## src/rtl/node_table_loader.sv

```systemverilog
// node_table_loader: packs a per-channel byte stream into node words and writes the decision-tree node memory.
// Optional macro NODE_LOADER_CHECKSUM_EN: trailing XOR byte, words staged in a shadow buffer until it matches.
module node_table_loader #(
    parameter int FEATURES        = 3,
    parameter int COEFF_BIT_DEPTH = 4,
    parameter int BIAS_BIT_DEPTH  = 10,
    parameter int MAX_CLUSTERS    = 5,
    parameter int CHANNEL_COUNT   = 16,
    parameter int WORD_BITS       = 24,
    localparam int ADDR_W         = $clog2(MAX_CLUSTERS * CHANNEL_COUNT)
) (
    input  logic                 clk,
    input  logic                 reset,
    input  logic                 in_valid,
    input  logic [7:0]           in_data,
    output logic                 in_ready,
    output logic                 mem_we,
    output logic [ADDR_W-1:0]    mem_a,
    output logic [WORD_BITS-1:0] mem_d,
    output logic                 busy,
    output logic                 done,
    output logic                 error,
    output logic [2:0]           fsm_state
);

    localparam int BPW      = (WORD_BITS + 7) / 8;
    localparam int SHIFT_W  = BPW * 8;
    localparam int TOP      = 2 + FEATURES + (FEATURES - 1) * COEFF_BIT_DEPTH + BIAS_BIT_DEPTH;
    localparam int USED     = 2 + FEATURES + (FEATURES - 1) * COEFF_BIT_DEPTH + BIAS_BIT_DEPTH;
    localparam int LOW_PAD  = TOP - USED + 1;
    localparam int CH_W     = (CHANNEL_COUNT > 1) ? $clog2(CHANNEL_COUNT) : 1;
    localparam int BC_W     = (BPW > 1) ? $clog2(BPW) : 1;
    localparam int NC_W     = (MAX_CLUSTERS > 1) ? $clog2(MAX_CLUSTERS) : 1;
`ifdef NODE_LOADER_CHECKSUM_EN
    localparam int CSUM_BYTES = 1;
`else
    localparam int CSUM_BYTES = 0;
`endif
    localparam int DRAIN_BYTES = MAX_CLUSTERS * BPW + CSUM_BYTES;
    localparam int DC_W        = (DRAIN_BYTES > 1) ? $clog2(DRAIN_BYTES) : 1;

    // Bits below the bias field carry no meaning and are always written as zero.
    localparam logic [WORD_BITS-1:0] KEEP_MASK = {WORD_BITS{1'b1}} << LOW_PAD;

    typedef enum logic [2:0] {
        IDLE   = 3'd0,
        BYTE   = 3'd1,
        WRITE  = 3'd2,
        FIN    = 3'd3,
        DRAIN  = 3'd4,
        CSUM   = 3'd5,
        COMMIT = 3'd6
    } state_t;

    state_t state, state_nx;

    logic                 rdy_en;
    logic [CH_W-1:0]      ch;
    logic [BC_W-1:0]      byte_cnt;
    logic [NC_W-1:0]      node_cnt;
    logic [DC_W-1:0]      drain_cnt;
    logic [SHIFT_W-1:0]   word_sr;
    logic                 accept;
    logic                 hdr_ok;
    logic                 byte_last;
    logic                 node_last;
    logic                 drain_last;
    logic [ADDR_W-1:0]    wr_addr;
    logic [WORD_BITS-1:0] packed_word;

    // Handshake: a byte transfers on a rising clk edge where in_valid && in_ready;
    // in_valid may drop at any time (stall), in_ready depends only on state, never on in_valid.
    assign in_ready = rdy_en && ((state == IDLE) || (state == BYTE) ||
                                 (state == DRAIN) || (state == CSUM));
    assign accept   = in_valid && in_ready;

    assign hdr_ok      = (32'(in_data) < 32'(CHANNEL_COUNT));
    assign byte_last   = (byte_cnt == BC_W'(BPW - 1));
    assign node_last   = (node_cnt == NC_W'(MAX_CLUSTERS - 1));
    assign drain_last  = (drain_cnt == DC_W'(DRAIN_BYTES - 1));
    assign wr_addr     = ADDR_W'(ch) * ADDR_W'(MAX_CLUSTERS) + ADDR_W'(node_cnt);
    assign packed_word = word_sr[WORD_BITS-1:0] & KEEP_MASK;
    assign fsm_state   = state;

`ifdef NODE_LOADER_CHECKSUM_EN
    logic [7:0]           csum;
    logic [WORD_BITS-1:0] shadow [MAX_CLUSTERS];
    logic                 csum_ok;

    assign csum_ok = (csum == in_data);

    always_ff @(posedge clk or negedge reset) begin
        if (!reset) begin
            csum <= '0;
            for (int i = 0; i < MAX_CLUSTERS; i++) begin
                shadow[i] <= '0;
            end
        end else begin
            if (accept && (state == IDLE)) begin
                csum <= in_data;
            end else if (accept && (state == BYTE)) begin
                csum <= csum ^ in_data;
            end
            if (state == WRITE) begin
                shadow[node_cnt] <= packed_word;
            end
        end
    end
`endif

    always_ff @(posedge clk or negedge reset) begin
        if (!reset) begin
            state <= IDLE;
        end else begin
            state <= state_nx;
        end
    end

    always_ff @(posedge clk or negedge reset) begin
        if (!reset) begin
            rdy_en    <= 1'b0;
            ch        <= '0;
            byte_cnt  <= '0;
            node_cnt  <= '0;
            drain_cnt <= '0;
            word_sr   <= '0;
            error     <= 1'b0;
        end else begin
            rdy_en <= 1'b1;
            case (state)
                IDLE: begin
                    if (accept) begin
                        byte_cnt  <= '0;
                        node_cnt  <= '0;
                        drain_cnt <= '0;
                        if (hdr_ok) begin
                            ch    <= in_data[CH_W-1:0];
                            error <= 1'b0;
                        end else begin
                            error <= 1'b1;
                        end
                    end
                end
                BYTE: begin
                    if (accept) begin
                        word_sr  <= {word_sr[SHIFT_W-9:0], in_data};
                        byte_cnt <= byte_cnt + 1'b1;
                    end
                end
                WRITE: begin
                    byte_cnt <= '0;
                    node_cnt <= node_last ? '0 : node_cnt + 1'b1;
                end
                DRAIN: begin
                    if (accept) begin
                        drain_cnt <= drain_cnt + 1'b1;
                    end
                end
`ifdef NODE_LOADER_CHECKSUM_EN
                CSUM: begin
                    if (accept && !csum_ok) begin
                        error <= 1'b1;
                    end
                end
                COMMIT: begin
                    node_cnt <= node_last ? '0 : node_cnt + 1'b1;
                end
`endif
                default: begin
                end
            endcase
        end
    end

    always_comb begin
        state_nx = state;
        mem_we   = 1'b0;
        mem_a    = '0;
        mem_d    = '0;
        busy     = 1'b0;
        done     = 1'b0;
        case (state)
            IDLE: begin
                if (accept) begin
                    state_nx = hdr_ok ? BYTE : DRAIN;
                end
            end
            BYTE: begin
                busy = 1'b1;
                if (accept && byte_last) begin
                    state_nx = WRITE;
                end
            end
            WRITE: begin
                busy = 1'b1;
`ifdef NODE_LOADER_CHECKSUM_EN
                state_nx = node_last ? CSUM : BYTE;
`else
                mem_we   = 1'b1;
                mem_a    = wr_addr;
                mem_d    = packed_word;
                state_nx = node_last ? FIN : BYTE;
`endif
            end
            FIN: begin
                done     = 1'b1;
                state_nx = IDLE;
            end
            DRAIN: begin
                busy = 1'b1;
                if (accept && drain_last) begin
                    state_nx = IDLE;
                end
            end
`ifdef NODE_LOADER_CHECKSUM_EN
            CSUM: begin
                busy = 1'b1;
                if (accept) begin
                    state_nx = csum_ok ? COMMIT : IDLE;
                end
            end
            COMMIT: begin
                busy   = 1'b1;
                mem_we = 1'b1;
                mem_a  = wr_addr;
                mem_d  = shadow[node_cnt];
                if (node_last) begin
                    state_nx = FIN;
                end
            end
`endif
            default: begin
                state_nx = IDLE;
            end
        endcase
    end

endmodule

```

## config.mk

```make
export PLATFORM = sky130hd
export DESIGN_NAME = node_table_loader
export DESIGN_NICKNAME = d
export VERILOG_FILES = /design/src/rtl/node_table_loader.sv
export SDC_FILE = /design/constraint.sdc
export NUM_CORES = 1
export LEC_CHECK = 0
export BUFFER_PORTS_ARGS = -buffer_cell sky130_fd_sc_hd__buf_2
export CORE_ASPECT_RATIO = 0.7
export CORE_MARGIN = 5
export CORE_UTILIZATION = 54
export DETAILED_ROUTE_END_ITERATION = 8
export PLACE_DENSITY = 0.9
export SETUP_SLACK_MARGIN = 0.05
export SLEW_MARGIN = 20
export SYNTH_ARGS = -nofsm -noshare
export SYNTH_HDL_FRONTEND = slang
export SYNTH_SLANG_ARGS = --single-unit
```

## constraint.sdc

```tcl
create_clock -name clk -period 3 [get_ports clk]
set_input_delay 0.6 -clock clk [delete_from_list [all_inputs] [get_ports clk]]
set_output_delay 0.6 -clock clk [all_outputs]
set_load 0.05 [all_outputs]
```

# Word-level counts from Yosys, hierarchy flattened
# Index checks and enable logic that the tools add are counted.
[classes]
n_mux = 21
addsub = 4
reduce_logical = 19
mul = 1
eq_ne = 13
order_cmp = 1
[ops]
columns = ["op", "n"]
rows = [
  ["$mux 24", 1],
  ["$mux 3", 6],
  ["$pmux 3 s4", 1],
  ["$reduce_and 3->1", 4],
  ["$eq 3x3->1 const B", 3],
  ["$lt 8x5->1 const B", 1],
  ["$mux 4", 2],
  ["$pmux 4 s2", 1],
  ["$add 7x3->7", 1],
  ["$mul 4x3->7 const B", 1],
  ["$mux 7", 1],
  ["$eq 3x2->1 const B", 2],
  ["$mux 2", 3],
  ["$ne 2x2->1 const B", 3],
  ["$pmux 2 s3", 1],
  ["$pmux 3 s2", 1],
  ["$reduce_and 2->1", 3],
  ["$add 4x1->4 const B", 1],
  ["$eq 4x4->1 const B", 1],
  ["$logic_and 1x1->1", 4],
  ["$mux 1", 4],
  ["$ne 2x1->1 const B", 2],
  ["$reduce_bool 2->1", 2],
  ["$add 3x1->3 const B", 1],
  ["7 further kinds", 9],
]
[word_totals]
output_inout_bits = 39
inputBits = 11
register_bits = 42
word_cells = 67

# Longest topological paths before layout
# Gate-level depths: netlist of run 1.
[depth]
ltp_word = 9
ltp_mapped = 8

# Worst setup path before layout of run 1
# No wires, ideal clock.
[synth_path]
path_type = "register to output"
from = "reg ch[1]"
to = "out mem_a[5]"
t_required_ns = 2.400
arrival_ns = 2.809
slack_ns = -0.409
n_path_buf = 0
stages_incl_launch_ff = 8
cell_sequence = "dfrtp_1 > ha_1 > ha_1 > ha_1 > nor2b_1 > o21a_1 > o21a_1 > nor3_1"
[synth_between]
elab_chain_len = 3
[synth_lines]
columns = ["item", "line_no", "text"]
rows = [
  ["start, declared", "58", "logic [CH_W-1:0] ch;"],
  ["start signal, assigned", "137", "ch <= in_data[CH_W-1:0];"],
  ["$mul 4x3->7", "81", "assign wr_addr = ADDR_W'(ch) * ADDR_W'(MAX_CLUSTERS) + ADDR_W'(node_cnt);"],
  ["$add 7x3->7", "81", ""],
  ["$mux 7", "182", "case (state)"],
  ["end, declared", "18", "output logic [ADDR_W-1:0] mem_a,"],
]
# No other way between the ends.

# Worst setup path after layout of run 1
[layout_path]
from = "reg ch[2]"
to = "out mem_a[6]"
# Same word-level chain as after synthesis.

==> metrics.md, run 1 <==
| Metric | Value |
|---|---|
| Maximum number of pins on one net before global-route repair | `43` |
| Final slew viol count | `0` |
| Mux contribution to synthesized area | `0.142` |
| Ranking of synthesized cells by instance count | `sky130_fd_sc_hd__dfrtp_1, sky130_fd_sc_hd__mux2_2, sky130_fd_sc_hd__and2_1` |
| Simple-Gate Fraction of Synth Area | `0.178` |
| Post-route cell area | `0.00289 sq mm` |
| Hpwl dp | `3.55 mm` |
| Min Clock Period, post-route | `2.95 ns` |
| CTS Root Buffer Type | `sky130_fd_sc_hd__clkbuf_8` |
| Fill count | `288` |
| Detailed Route WL | `5.12 mm` |
| Crit path from | `ch[2]` |
| Final global-route overflow total | `0` |
| Required time at the endpoint of the critical path | `2.40 ns` |
| RSZ-0062 raised after global routing | `true` |
| Outcome | `completed` |
| Path type of the worst min-delay path | `in2async` |
| Number of port buffers | `48` |
| Number of detailed-route iterations in the first pass | `4` |
| Routed vias | `1,700` |
| Io pins | `50` |
| Fraction of layout instances using a drive strength above 1 | `0.436` |
| Diode count | `0` |
| Initial DRC Count | `89` |
| Clock transition at path regs | `0.08 ns` |
| Syn Inst Count | `209` |
| Die H | `64.7 um` |
| Clock latency reported for the late side of the worst-skew pair | `0.30 ns` |
| Top area cells in the synthesized netlist | `sky130_fd_sc_hd__dfrtp_1, sky130_fd_sc_hd__mux2_2, sky130_fd_sc_hd__ha_1` |
| Count of unique library cells instantiated by Yosys | `36` |
| Utilization after layout | `0.718` |
| Share of flip-flops with an asynchronous set or reset after synthesis | `1.00` |
| Layout Nets | `292` |
| Post-DR wirelength/cell | `16.2 um` |
| Total number of clock tree sinks | `42` |
| Critical Path Source Type | `register` |
| Portion of the post-synthesis area used by sequential elements | `0.456` |
| Wire length of the first global-routing pass | `8.67 mm` |
| CTS H-tree lvls | `2` |
| Count of max-cap constraint violations | `0` |
| Worst clock skew on the final layout | `0.00349 ns` |
| Vias in the first global route | `1,831` |
| Dominant register cell in the synthesized netlist | `sky130_fd_sc_hd__dfrtp_1` |
| Area Growth Syn to Fin | `25.2%` |
| Row count | `19` |
| Path type of the worst setup path | `reg2out` |
| Arrival time worst endpoint | `2.35 ns` |
| Initial antenna violation count | `0` |
| Residual DRC count | `0` |
| Fmax achieved | `340 MHz` |
| Routed vias/inst | `5.38` |
| Worst max-slew margin expressed relative to the limit | `0.398` |
| Share of the cycle needed by the critical path after routing | `0.982` |
| Antenna viol nets, final | `0` |
| Synthesized area per cell | `11.0 sq um` |
| Crit Reg-Reg Endpoint | `word_sr[1]` |
| R2R depth | `5` |
| Horiz. Die Dim | `88.1 um` |
| Final setup violating endpoints | `0` |
| Cell Pwr Density | `594 mW/mm^2` |
| Setup slack of the most critical reg-to-reg path | `1.22 ns` |
| GP Congestion | `0.805` |
| Post-Synthesis Net Count | `238` |
| Largest family of logic cells by synthesized area | `simple AND/OR/NAND/NOR gates` |
| Sort of element at the end of the critical path | `output port` |
| Library cell with the largest summed area after synthesis | `sky130_fd_sc_hd__dfrtp_1` |
| Launch instance of the worst register-to-register path | `fsm_state[2]` |
| Total global-route track usage | `0.198` |
| Actual slew at the worst max-slew pin | `0.903 ns` |
| Post-Place Cell Area | `0.00260 sq mm` |
| Core area | `0.00402 sq mm` |
| Post-synthesis instance area | `0.00230 sq mm` |
| Dominant cell by count in the synthesized netlist | `sky130_fd_sc_hd__dfrtp_1` |
| Share of Yosys cell area claimed by the top area cell type | `0.456` |
| Adder-cell share of the synthesized area | `0.101` |
| Syn. warnings | `0` |
| CTS tree | `built` |
| Number of enable-type register cells in the synthesized netlist | `0` |
| Leakage dissipation | `1.48 nW` |
| IR drop worst, VDD | `0.489 mV` |
| Post-synthesis register bit count | `42` |
| Total die area | `0.00570 sq mm` |
| Synth Area in XOR/XNOR | `0.00760` |
| Largest fanout on the critical path | `2` |
| Fin Setup TNS | `0 ns` |
| Final Power | `1.71 mW` |
| Share of the synthesized area in compound gates (AO/OA/AOI/OAI) | `0.0711` |
| Effective utilization at floorplan | `0.574` |
| Final Hold Slack | `0.428 ns` |
| Total clock buffers created by CTS | `5` |
| Max Buffers Root-to-Sink | `2` |
| Final hold violations | `0` |
## cell families after synthesis
| family | Yosys count |
|---|---|
| fa+ha+maj | 18 |
| flops | 42 |
| buf+inv | 20 |
| compound gates | 27 |
| other cells | 2 |
| mux | 29 |
| xor+xnor | 2 |
| simple gates | 69 |
## how the worst max path moves through the flow
stage / end / cells past startpoint
after global placement: mem_a[5] / 9
after detailed placement: mem_a[5] / 9
after global routing: mem_a[5] / 10
final: mem_a[6] / 8
after floorplan: mem_a[5] / 7
after CTS: mem_a[5] / 10
## power by group
| part | leakage [nW] | switching [mW] | internal [mW] |
|---|---|---|---|
| logic | 0.857 | 0.271 | 0.205 |
| registers | 0.555 | 0.0705 | 0.631 |
| clock network | 0.0683 | 0.203 | 0.333 |
## flip-flops by register name, indices dropped and copies added, names as in the netlist
signal / flops
byte_cnt: 2
ch: 4
drain_cnt: 4
error: 1
fsm_state: 3
node_cnt: 3
rdy_en: 1
word_sr: 24
## cell usage in the layout, fill, tap and decap left out, types with 2 or more instances in the layout
cell type / netlist / final
sky130_fd_sc_hd__ha_4: 0 / 7
sky130_fd_sc_hd__buf_2: 4 / 46
sky130_fd_sc_hd__nor2b_1: 3 / 2
sky130_fd_sc_hd__inv_2: 2 / 3
sky130_fd_sc_hd__nand2b_1: 3 / 3
sky130_fd_sc_hd__nor3_1: 7 / 4
sky130_fd_sc_hd__a31oi_1: 3 / 3
sky130_fd_sc_hd__buf_4: 4 / 9
sky130_fd_sc_hd__o21a_1: 3 / 3
sky130_fd_sc_hd__mux2_2: 29 / 29
sky130_fd_sc_hd__a21oi_1: 6 / 6
sky130_fd_sc_hd__nand3_1: 4 / 4
sky130_fd_sc_hd__clkbuf_8: 0 / 5
sky130_fd_sc_hd__or3_1: 3 / 3
sky130_fd_sc_hd__o31ai_1: 2 / 2
sky130_fd_sc_hd__dfrtp_1: 42 / 42
sky130_fd_sc_hd__nor3_2: 0 / 3
sky130_fd_sc_hd__ha_1: 17 / 10
sky130_fd_sc_hd__nand2_1: 9 / 9
sky130_fd_sc_hd__conb_1: 2 / 2
sky130_fd_sc_hd__bufinv_16: 0 / 2
sky130_fd_sc_hd__inv_1: 7 / 6
sky130_fd_sc_hd__a21o_1: 2 / 2
sky130_fd_sc_hd__o21ai_0: 9 / 9
sky130_fd_sc_hd__nor2_1: 7 / 7
sky130_fd_sc_hd__and2_1: 25 / 25
sky130_fd_sc_hd__buf_6: 0 / 3
## metrics by stage
stage               cells  setup slack, ns
finish                316           0.0548
global route          316          -0.0351
CTS                   316           0.0312
detailed placement    303            0.113
global placement      303            0.198
floorplan             209         -0.00617
## worst max-delay path: stages (launching register included)
cell                       delay, ns
sky130_fd_sc_hd__dfrtp_1        0.42
sky130_fd_sc_hd__ha_4           0.26
sky130_fd_sc_hd__ha_4           0.24
sky130_fd_sc_hd__ha_1           0.30
sky130_fd_sc_hd__a21o_1         0.17
sky130_fd_sc_hd__a21oi_1        0.22
sky130_fd_sc_hd__nand2b_1       0.15
sky130_fd_sc_hd__a21oi_1        0.07
sky130_fd_sc_hd__buf_2          0.21
## per-layer routing
metal	vias up	wire length, um	GRT usage
li1	822	-	-
met1	819	2140	0.241
met2	48	2560	0.337
met3	11	330	0.0519
met4	0	93	0.0774
met5	-	0	0
## what timing repair did
action / 4_1_cts / 5_1_grt
endpoints found under the setup margin: 4 / 3
hold buffers: 0 / 0
pin swaps: 8 / 4
gates resized for setup: 13 / 5
setup buffers: 5 / 0
## cell type report
| type | count | area, sq um | area share |
|---|---|---|---|
| well taps | 52 | 65.1 | 0.0225 |
| inverters | 9 | 33.8 | 0.0117 |
| clock buffers | 5 | 68.8 | 0.0239 |
| flip-flops and latches | 42 | 1050 | 0.364 |
| clock inverters | 3 | 68.8 | 0.0239 |
| multi-input cells | 147 | 1270 | 0.439 |
| repair buffers | 58 | 332 | 0.115 |
No activity file was read; power rests on OpenSTA's default activity.
==> run 2: changes to the inputs <==
--- a/config.mk
+++ b/config.mk
@@ -5,6 +5,7 @@
 export SDC_FILE = /design/constraint.sdc
 export NUM_CORES = 1
 export LEC_CHECK = 0
+export ABC_AREA = 1
 export BUFFER_PORTS_ARGS = -buffer_cell sky130_fd_sc_hd__buf_2
 export CORE_ASPECT_RATIO = 0.7
 export CORE_MARGIN = 5
==> metrics.md, run 2 <==
| Metric | Value |
|---|---|
| Regs by FF count | `word_sr (24), ch (4), drain_cnt (4)` |
| Post-synthesis instance area | `0.00234 sq mm (+1.7%)` |
| Top area cells in the synthesized netlist | `sky130_fd_sc_hd__dfrtp_1, sky130_fd_sc_hd__ha_1, sky130_fd_sc_hd__nand2_1` |
| Dominant register cell in the synthesized netlist | `sky130_fd_sc_hd__dfrtp_1` |
| Cell Pwr Density | `589 mW/mm^2 (-0.80%)` |
| Portion of the post-synthesis area used by sequential elements | `0.448 (-0.00779)` |
| Maximum number of pins on one net before global-route repair | `49 (+14%)` |
| Worst max-slew margin expressed relative to the limit | `0.399 (about the same)` |
| Actual slew at the worst max-slew pin | `0.902 ns (-0.000374 ns)` |
| Final Hold Slack | `0.425 ns (-0.00258 ns)` |
| Arrival time worst endpoint | `2.31 ns (-0.04 ns)` |
| Sort of element at the end of the critical path | `output port` |
| Final global-route overflow total | `0 (unchanged)` |
| Initial DRC Count | `122 (+37%)` |
| Initial antenna violation count | `0 (unchanged)` |
| CTS tree | `built` |
| Vias in the first global route | `1,832 (+0.055%)` |
| GP Congestion | `0.834 (+3.5%)` |
| Path type of the worst min-delay path | `in2async` |
| Worst clock skew on the final layout | `0.00184 ns (-0.00165 ns)` |
| Routed vias/inst | `4.86 (-9.7%)` |
| Count of unique library cells instantiated by Yosys | `26 (-28%)` |
| Slack of the critical path | `0.0913 ns (+0.0365 ns)` |
| Setup slack of the most critical reg-to-reg path | `1.32 ns (+0.10 ns)` |
| Diode count | `0 (unchanged)` |
| Count of max-cap constraint violations | `0 (unchanged)` |
| Post-synthesis register bit count | `42 (unchanged)` |
| Total global-route track usage | `0.185 (-0.0129)` |
| Launch instance of the worst register-to-register path | `fsm_state[1]` |
| Required time at the endpoint of the critical path | `2.40 ns (about the same)` |
| Clock transition at path regs | `0.08 ns (about the same)` |
| Number of port buffers | `48 (unchanged)` |
| Io pins | `50 (unchanged)` |
| Path type of the worst setup path | `reg2out` |
| Post-DR wirelength/cell | `12.1 um (-25%)` |
| Total clock buffers created by CTS | `5 (unchanged)` |
| Sequential cell area in the final layout | `0.00105 sq mm (unchanged)` |
| Post-Synthesis Net Count | `312 (+31%)` |
| Antenna viol nets, final | `0 (unchanged)` |
| Synth Area in XOR/XNOR | `0 (-0.00760)` |
| Synthesized area per cell | `8.29 sq um (-25%)` |
| Outcome | `completed` |
| Instance count after placement with tap cells included | `379 (+25%)` |
| Number of detailed-route iterations in the first pass | `4 (unchanged)` |
| Area Growth Syn to Fin | `20.8%` |
| Library cell with the largest summed area after synthesis | `sky130_fd_sc_hd__dfrtp_1` |
| Row count | `20 (+1)` |
| Register with the most flip-flops | `word_sr` |
| Number of enable-type register cells in the synthesized netlist | `0 (unchanged)` |
| Share of the cycle needed by the critical path after routing | `0.970 (-0.0122)` |
| CTS H-tree lvls | `2 (unchanged)` |
| Adder-cell share of the synthesized area | `0.0993 (-0.00172)` |
| Critical Path Source Type | `register` |
| Final setup violating endpoints | `0 (unchanged)` |
| Layout Nets | `366 (+25%)` |
| Post-route insts no fill | `393 (+24%)` |
| Worst slack after detailed placement | `0.135 ns (+0.0221 ns)` |
| IR drop worst, VDD | `0.394 mV (-19%)` |
| Share of flip-flops with an asynchronous set or reset after synthesis | `1.00 (unchanged)` |
| Number of buffers inserted for hold repair after clock tree synthesis | `0 (unchanged)` |
| Area of the multi-input gates | `0.00109 sq mm (-14%)` |
| Fmax achieved | `344 MHz (+1.3%)` |
| Ranking of synthesized cells by instance count | `sky130_fd_sc_hd__nand2_1, sky130_fd_sc_hd__nor2_1, sky130_fd_sc_hd__dfrtp_1` |
| Detailed Route WL | `4.77 mm (-6.7%)` |
| Leakage dissipation | `1.57 nW (+6.4%)` |
| CTS Root Buffer Type | `sky130_fd_sc_hd__clkbuf_8` |
| Highest-count cells in the layout ignoring fill and taps | `sky130_fd_sc_hd__nand2_1, sky130_fd_sc_hd__buf_2, sky130_fd_sc_hd__dfrtp_1` |
| Largest fanout on the critical path | `2 (unchanged)` |
| R2R depth | `6 (+1)` |
| Share of Yosys cell area claimed by the top area cell type | `0.448 (-0.00779)` |
| Dominant cell by count in the synthesized netlist | `sky130_fd_sc_hd__nand2_1` |
| Min Clock Period, post-route | `2.91 ns (-0.0365 ns)` |
| Crit Reg-Reg Endpoint | `word_sr[0]` |
| Syn Inst Count | `283 (+35%)` |
| Share of the synthesized area in compound gates (AO/OA/AOI/OAI) | `0.121 (+0.0495)` |
| Final hold violations | `0 (unchanged)` |
| Simple-Gate Fraction of Synth Area | `0.227 (+0.0487)` |
| RSZ-0062 raised after global routing | `true` |
| Clock latency reported for the late side of the worst-skew pair | `0.30 ns (about the same)` |
| Syn. warnings | `0 (unchanged)` |
| Core area | `0.00428 sq mm (+6.5%)` |
| Horiz. Die Dim | `88.8 um (+0.77%)` |
| Largest family of logic cells by synthesized area | `simple AND/OR/NAND/NOR gates` |
| Fill count | `360 (+25%)` |
| Max reg flops | `24 (unchanged)` |
| Routed vias | `1,909 (+12%)` |
| Wire length of the first global-routing pass | `8.27 mm (-4.7%)` |
| Die H | `65.1 um (+0.73%)` |
| Residual DRC count | `0 (unchanged)` |
| Hpwl dp | `3.51 mm (-1.1%)` |
| Final slew viol count | `0 (unchanged)` |
| Effective utilization at floorplan | `0.548 (-0.0257)` |
| Max Buffers Root-to-Sink | `2 (unchanged)` |
| Mux contribution to synthesized area | `0 (-0.142)` |
| Total number of clock tree sinks | `42 (unchanged)` |
| Most common cell after layout, fill and taps aside | `sky130_fd_sc_hd__nand2_1` |
| Fraction of layout instances using a drive strength above 1 | `0.287 (-0.149)` |
| Total die area | `0.00578 sq mm (+1.5%)` |
==> run 2: changes by cell type after synthesis, moves of 5 or more <==
cell                      before  now
sky130_fd_sc_hd__nor3_1        7    2
sky130_fd_sc_hd__o21ai_0       9   19
sky130_fd_sc_hd__inv_1         7   40
sky130_fd_sc_hd__mux2_2       29    0
sky130_fd_sc_hd__o21ai_2       0   16
sky130_fd_sc_hd__nand2_1       9   54
sky130_fd_sc_hd__and2_1       25    0
sky130_fd_sc_hd__nand3_1       4   16
sky130_fd_sc_hd__nor2_1        7   43
==> run 2: how the worst max path moves through the flow <==
stage                to   from  depth (start not counted)
6_report       mem_a[5]  ch[0]                         10
5_1_grt        mem_a[5]  ch[1]                         11
4_1_cts        mem_a[5]  ch[1]                         11
3_5_place_dp   mem_a[5]  ch[0]                         10
3_3_place_gp   mem_a[5]  ch[0]                         10
2_1_floorplan  mem_a[6]  ch[1]                          7
==> run 2: kinds of logic (layout without fill, tap and decap cells) <==
logic type               Yosys count  count (layout)
AND/OR/NAND/NOR                  123             123
other                              2               2
flip-flops                        42              42
buffers and inverters             54             109
AO/OA/AOI/OAI                     44              44
adder cells (fa/ha/maj)           18              18
==> run 2: layer usage <==
layer  wire [um]  GRT usage  vias up
li1            -          -      998
met1        2260      0.262      854
met2        2120      0.276       50
met3         323     0.0439        7
met4          64     0.0698        0
met5           0          0        -
==> run 2: final cells by class <==
cell class,count,share of cell area
clock inverter,3,0.0243
clock buffer,5,0.0243
inverter,45,0.0597
sequential,42,0.371
tap,55,0.0243
multi-input combinational,187,0.385
timing repair buffer,56,0.111
==> run 2: timing repair <==
item | in CTS | in global routing
setup endpoints to repair | 4 | 4
pin swaps | 1 | 4
gates resized for setup | 6 | 7
buffers inserted | 4 | 2
==> run 2: metrics by stage <==
step                total power [mW]  area [sq um]   util  TNS, ns
global route                    1.78          2830  0.662  -0.0440
CTS                             1.66          2800  0.655        0
global placement                1.07          2600  0.608        0
finish                          1.67          2830  0.662        0
floorplan                      0.981          2350      -        0
detailed placement              1.09          2600  0.608        0
==> run 2: power by group <==
group	total [mW]	leakage [nW]	switching, mW	internal (mW)
registers	0.713	0.454	0.0652	0.648
logic	0.419	1.05	0.261	0.157
clock network	0.536	0.0683	0.203	0.333
==> run 2: critical path, stage by stage, from the launching register on <==
cell                      delay (ns)
sky130_fd_sc_hd__dfrtp_1        0.42
sky130_fd_sc_hd__ha_4           0.26
sky130_fd_sc_hd__ha_4           0.27
sky130_fd_sc_hd__inv_1          0.06
sky130_fd_sc_hd__fa_2           0.40
sky130_fd_sc_hd__nor2_2         0.11
sky130_fd_sc_hd__o21ai_1        0.08
sky130_fd_sc_hd__nand2_1        0.08
sky130_fd_sc_hd__nor2_1         0.06
sky130_fd_sc_hd__nor2_2         0.11
sky130_fd_sc_hd__buf_6          0.16
==> run 3: changes to the inputs <==
--- a/config.mk
+++ b/config.mk
@@ -10,8 +10,10 @@
 export CORE_ASPECT_RATIO = 0.7
 export CORE_MARGIN = 5
 export CORE_UTILIZATION = 54
+export CTS_CLUSTER_SIZE = 40
 export DETAILED_ROUTE_END_ITERATION = 8
-export PLACE_DENSITY = 0.9
+export MAX_ROUTING_LAYER = met4
+export PLACE_DENSITY = 0.79
 export SETUP_SLACK_MARGIN = 0.05
 export SLEW_MARGIN = 20
 export SYNTH_ARGS = -nofsm -noshare
==> metrics.md, run 3 (same netlist as run 2, synthesis figures left out) <==
| Metric | Value |
|---|---|
| Number of buffers inserted for hold repair after clock tree synthesis | `0 (unchanged)` |
| Arrival time worst endpoint | `2.26 ns (-0.05 ns)` |
| Antenna viol nets, final | `0 (unchanged)` |
| Most common cell on crit path | `sky130_fd_sc_hd__ha_1` |
| Layout Nets | `366 (unchanged)` |
| Worst max-slew margin expressed relative to the limit | `0.398 (-0.000629)` |
| Outcome | `completed` |
| Count of max-cap constraint violations | `0 (unchanged)` |
| Routed vias | `1,943 (+1.8%)` |
| Core area | `0.00428 sq mm (unchanged)` |
| Fmax achieved | `349 MHz (+1.5%)` |
| Slack of the critical path | `0.135 ns (+0.0439 ns)` |
| Regs by FF count | `word_sr (24), ch (4), drain_cnt (4)` |
| Total global-route track usage | `0.192 (+0.00666)` |
| Path type of the worst setup path | `reg2out` |
| CTS Root Buffer Type | `sky130_fd_sc_hd__clkbuf_8` |
| Vias in the first global route | `1,897 (+3.5%)` |
| Clock transition at path regs | `0.08 ns (about the same)` |
| Worst slack after detailed placement | `0.177 ns (+0.0417 ns)` |
| Cell Pwr Density | `541 mW/mm^2 (-8.2%)` |
| Number of port buffers | `48 (unchanged)` |
| Total die area | `0.00578 sq mm (unchanged)` |
| RSZ-0062 raised after global routing | `true` |
| Maximum single-stage delay on the critical path | `0.38 ns (-0.04 ns)` |
| Leakage dissipation | `1.54 nW (-2.3%)` |
| Clock latency reported for the late side of the worst-skew pair | `0.30 ns (about the same)` |
| Maximum number of pins on one net before global-route repair | `49 (unchanged)` |
| Area Growth Syn to Fin | `19.6%` |
| Most common cell after layout, fill and taps aside | `sky130_fd_sc_hd__nand2_1` |
| Fraction of layout instances using a drive strength above 1 | `0.293 (+0.00592)` |
| Initial DRC Count | `92 (-25%)` |
| Initial antenna violation count | `0 (unchanged)` |
| Largest delay contributor family on the critical path | `adder cells` |
| Final setup violating endpoints | `0 (unchanged)` |
| Detailed Route WL | `4.91 mm (+2.9%)` |
| CTS tree | `built` |
| Final Hold Slack | `0.433 ns (+0.00789 ns)` |
| Fin Setup TNS | `0 ns (unchanged)` |
| Final global-route overflow total | `0 (unchanged)` |
| Sort of element at the end of the critical path | `output port` |
| Post-DR wirelength/cell | `12.5 um (+2.9%)` |
| GP Congestion | `0.855 (+2.6%)` |
| Total number of clock tree sinks | `42 (unchanged)` |
| Diode count | `0 (unchanged)` |
| Max reg flops | `24 (unchanged)` |
| Critical Path Source Type | `register` |
| Path type of the worst min-delay path | `in2async` |
| Wire length of the first global-routing pass | `8.37 mm (+1.2%)` |
| Share of the cycle needed by the critical path after routing | `0.955 (-0.0146)` |
| Routed vias/inst | `4.94 (+1.8%)` |
| Register with the most flip-flops | `word_sr` |
| Final Power | `1.52 mW (-9.1%)` |
| Number of detailed-route iterations in the first pass | `4 (unchanged)` |
| CTS H-tree lvls | `2 (unchanged)` |
| Cell at the slowest stage of the critical path | `sky130_fd_sc_hd__dfrtp_1` |
| Post-route insts no fill | `393 (unchanged)` |
| IR drop worst, VDD | `0.348 mV (-12%)` |
| Required time at the endpoint of the critical path | `2.40 ns (about the same)` |
| Crit-path cells | `ha_1, ha_1, ha_1, inv_2, o21bai_1, nand2_1, a21oi_1, clkbuf_4` |
| Worst clock skew on the final layout | `0.00955 ns (+0.00771 ns)` |
| Die H | `65.1 um (unchanged)` |
| Effective utilization at floorplan | `0.548 (unchanged)` |
| Actual slew at the worst max-slew pin | `0.903 ns (+0.000944 ns)` |
| Residual DRC count | `0 (unchanged)` |
| Combined buffer and inverter count along the critical path | `2 (unchanged)` |
| Final slew viol count | `0 (unchanged)` |
| Io pins | `50 (unchanged)` |
| Final hold violations | `0 (unchanged)` |
| Highest-count cells in the layout ignoring fill and taps | `sky130_fd_sc_hd__nand2_1, sky130_fd_sc_hd__buf_2, sky130_fd_sc_hd__dfrtp_1` |
| Instance count after placement with tap cells included | `379 (unchanged)` |
| Row count | `20 (unchanged)` |
| Hpwl dp | `3.53 mm (+0.72%)` |
| Largest fanout on the critical path | `3 (+1)` |
| Horiz. Die Dim | `88.8 um (unchanged)` |
| Max Buffers Root-to-Sink | `2 (unchanged)` |
| Min Clock Period, post-route | `2.86 ns (-0.0439 ns)` |
| Total clock buffers created by CTS | `5 (unchanged)` |
run 3: cell types whose count changed in the layout (fill, tap and decap cells not counted), sizes merged:
cell      previous run  this run
clkinvlp             0         2
inv                 45        46
bufinv               2         0
clkinv               1         0
run 3: final timing paths:
check,start,to,slack (ns),cells after the start
worst max-delay path,ch[3],mem_a[6],0.14,8
worst min-delay path,reset,byte_cnt[1],0.43,1
worst max register to register,fsm_state[2],word_sr[17],1.33,6
worst min register to register,error,error,0.48,2
max in group asynchronous,reset,ch[0],2.01,1
min in group clk,error,error,0.48,2
run 3: layer usage:
layer	share of wire	GRT usage	vias to the layer above
met3	0.056	0.0564	15
li1	-	-	991
met2	0.47	0.289	55
met4	0.025	0.0736	0
met5	0	-	-
met1	0.45	0.245	882
run 3: repair_timing:
action / CTS / global route
resized for setup: 5 / 9
pin swaps: 1 / 7
endpoints found under the hold margin: 0 / 0
endpoints found under the setup margin: 1 / 4
buffers inserted: 5 / 1
cloned: 0 / 0
run 3: where the power goes:
part | switching (mW) | total [mW] | internal, mW
Sequential | 0.0699 | 0.718 | 0.648
Combinational | 0.265 | 0.428 | 0.162
Clock | 0.205 | 0.371 | 0.166
Total | 0.540 | 1.52 | 0.977
run 3: through the flow:
stage / util / cell area, sq um
3_3_place_gp: 0.608 / 2600
3_5_place_dp: 0.608 / 2600
6_report: 0.656 / 2810
2_1_floorplan: - / 2350
5_1_grt: 0.656 / 2810
4_1_cts: 0.646 / 2770
run 3: area by class of cell:
cell class | count | area, sq um
Fill cell | 363 | 1470
Clock inverter | 3 | 23.8
Timing Repair Buffer | 56 | 312
Sequential cell | 42 | 1050
Multi-Input combinational cell | 187 | 1110
Clock buffer | 5 | 68.8
Tap cell | 55 | 68.8
Inverter | 45 | 169
run 3: worst register-to-register path, cell delays in order (launching register included):
cell	delay (ns)
sky130_fd_sc_hd__dfrtp_1	0.48
sky130_fd_sc_hd__nor3_4	0.26
sky130_fd_sc_hd__inv_2	0.09
sky130_fd_sc_hd__nor2_4	0.08
sky130_fd_sc_hd__buf_4	0.45
sky130_fd_sc_hd__nand2_1	0.17
sky130_fd_sc_hd__o21ai_2	0.08
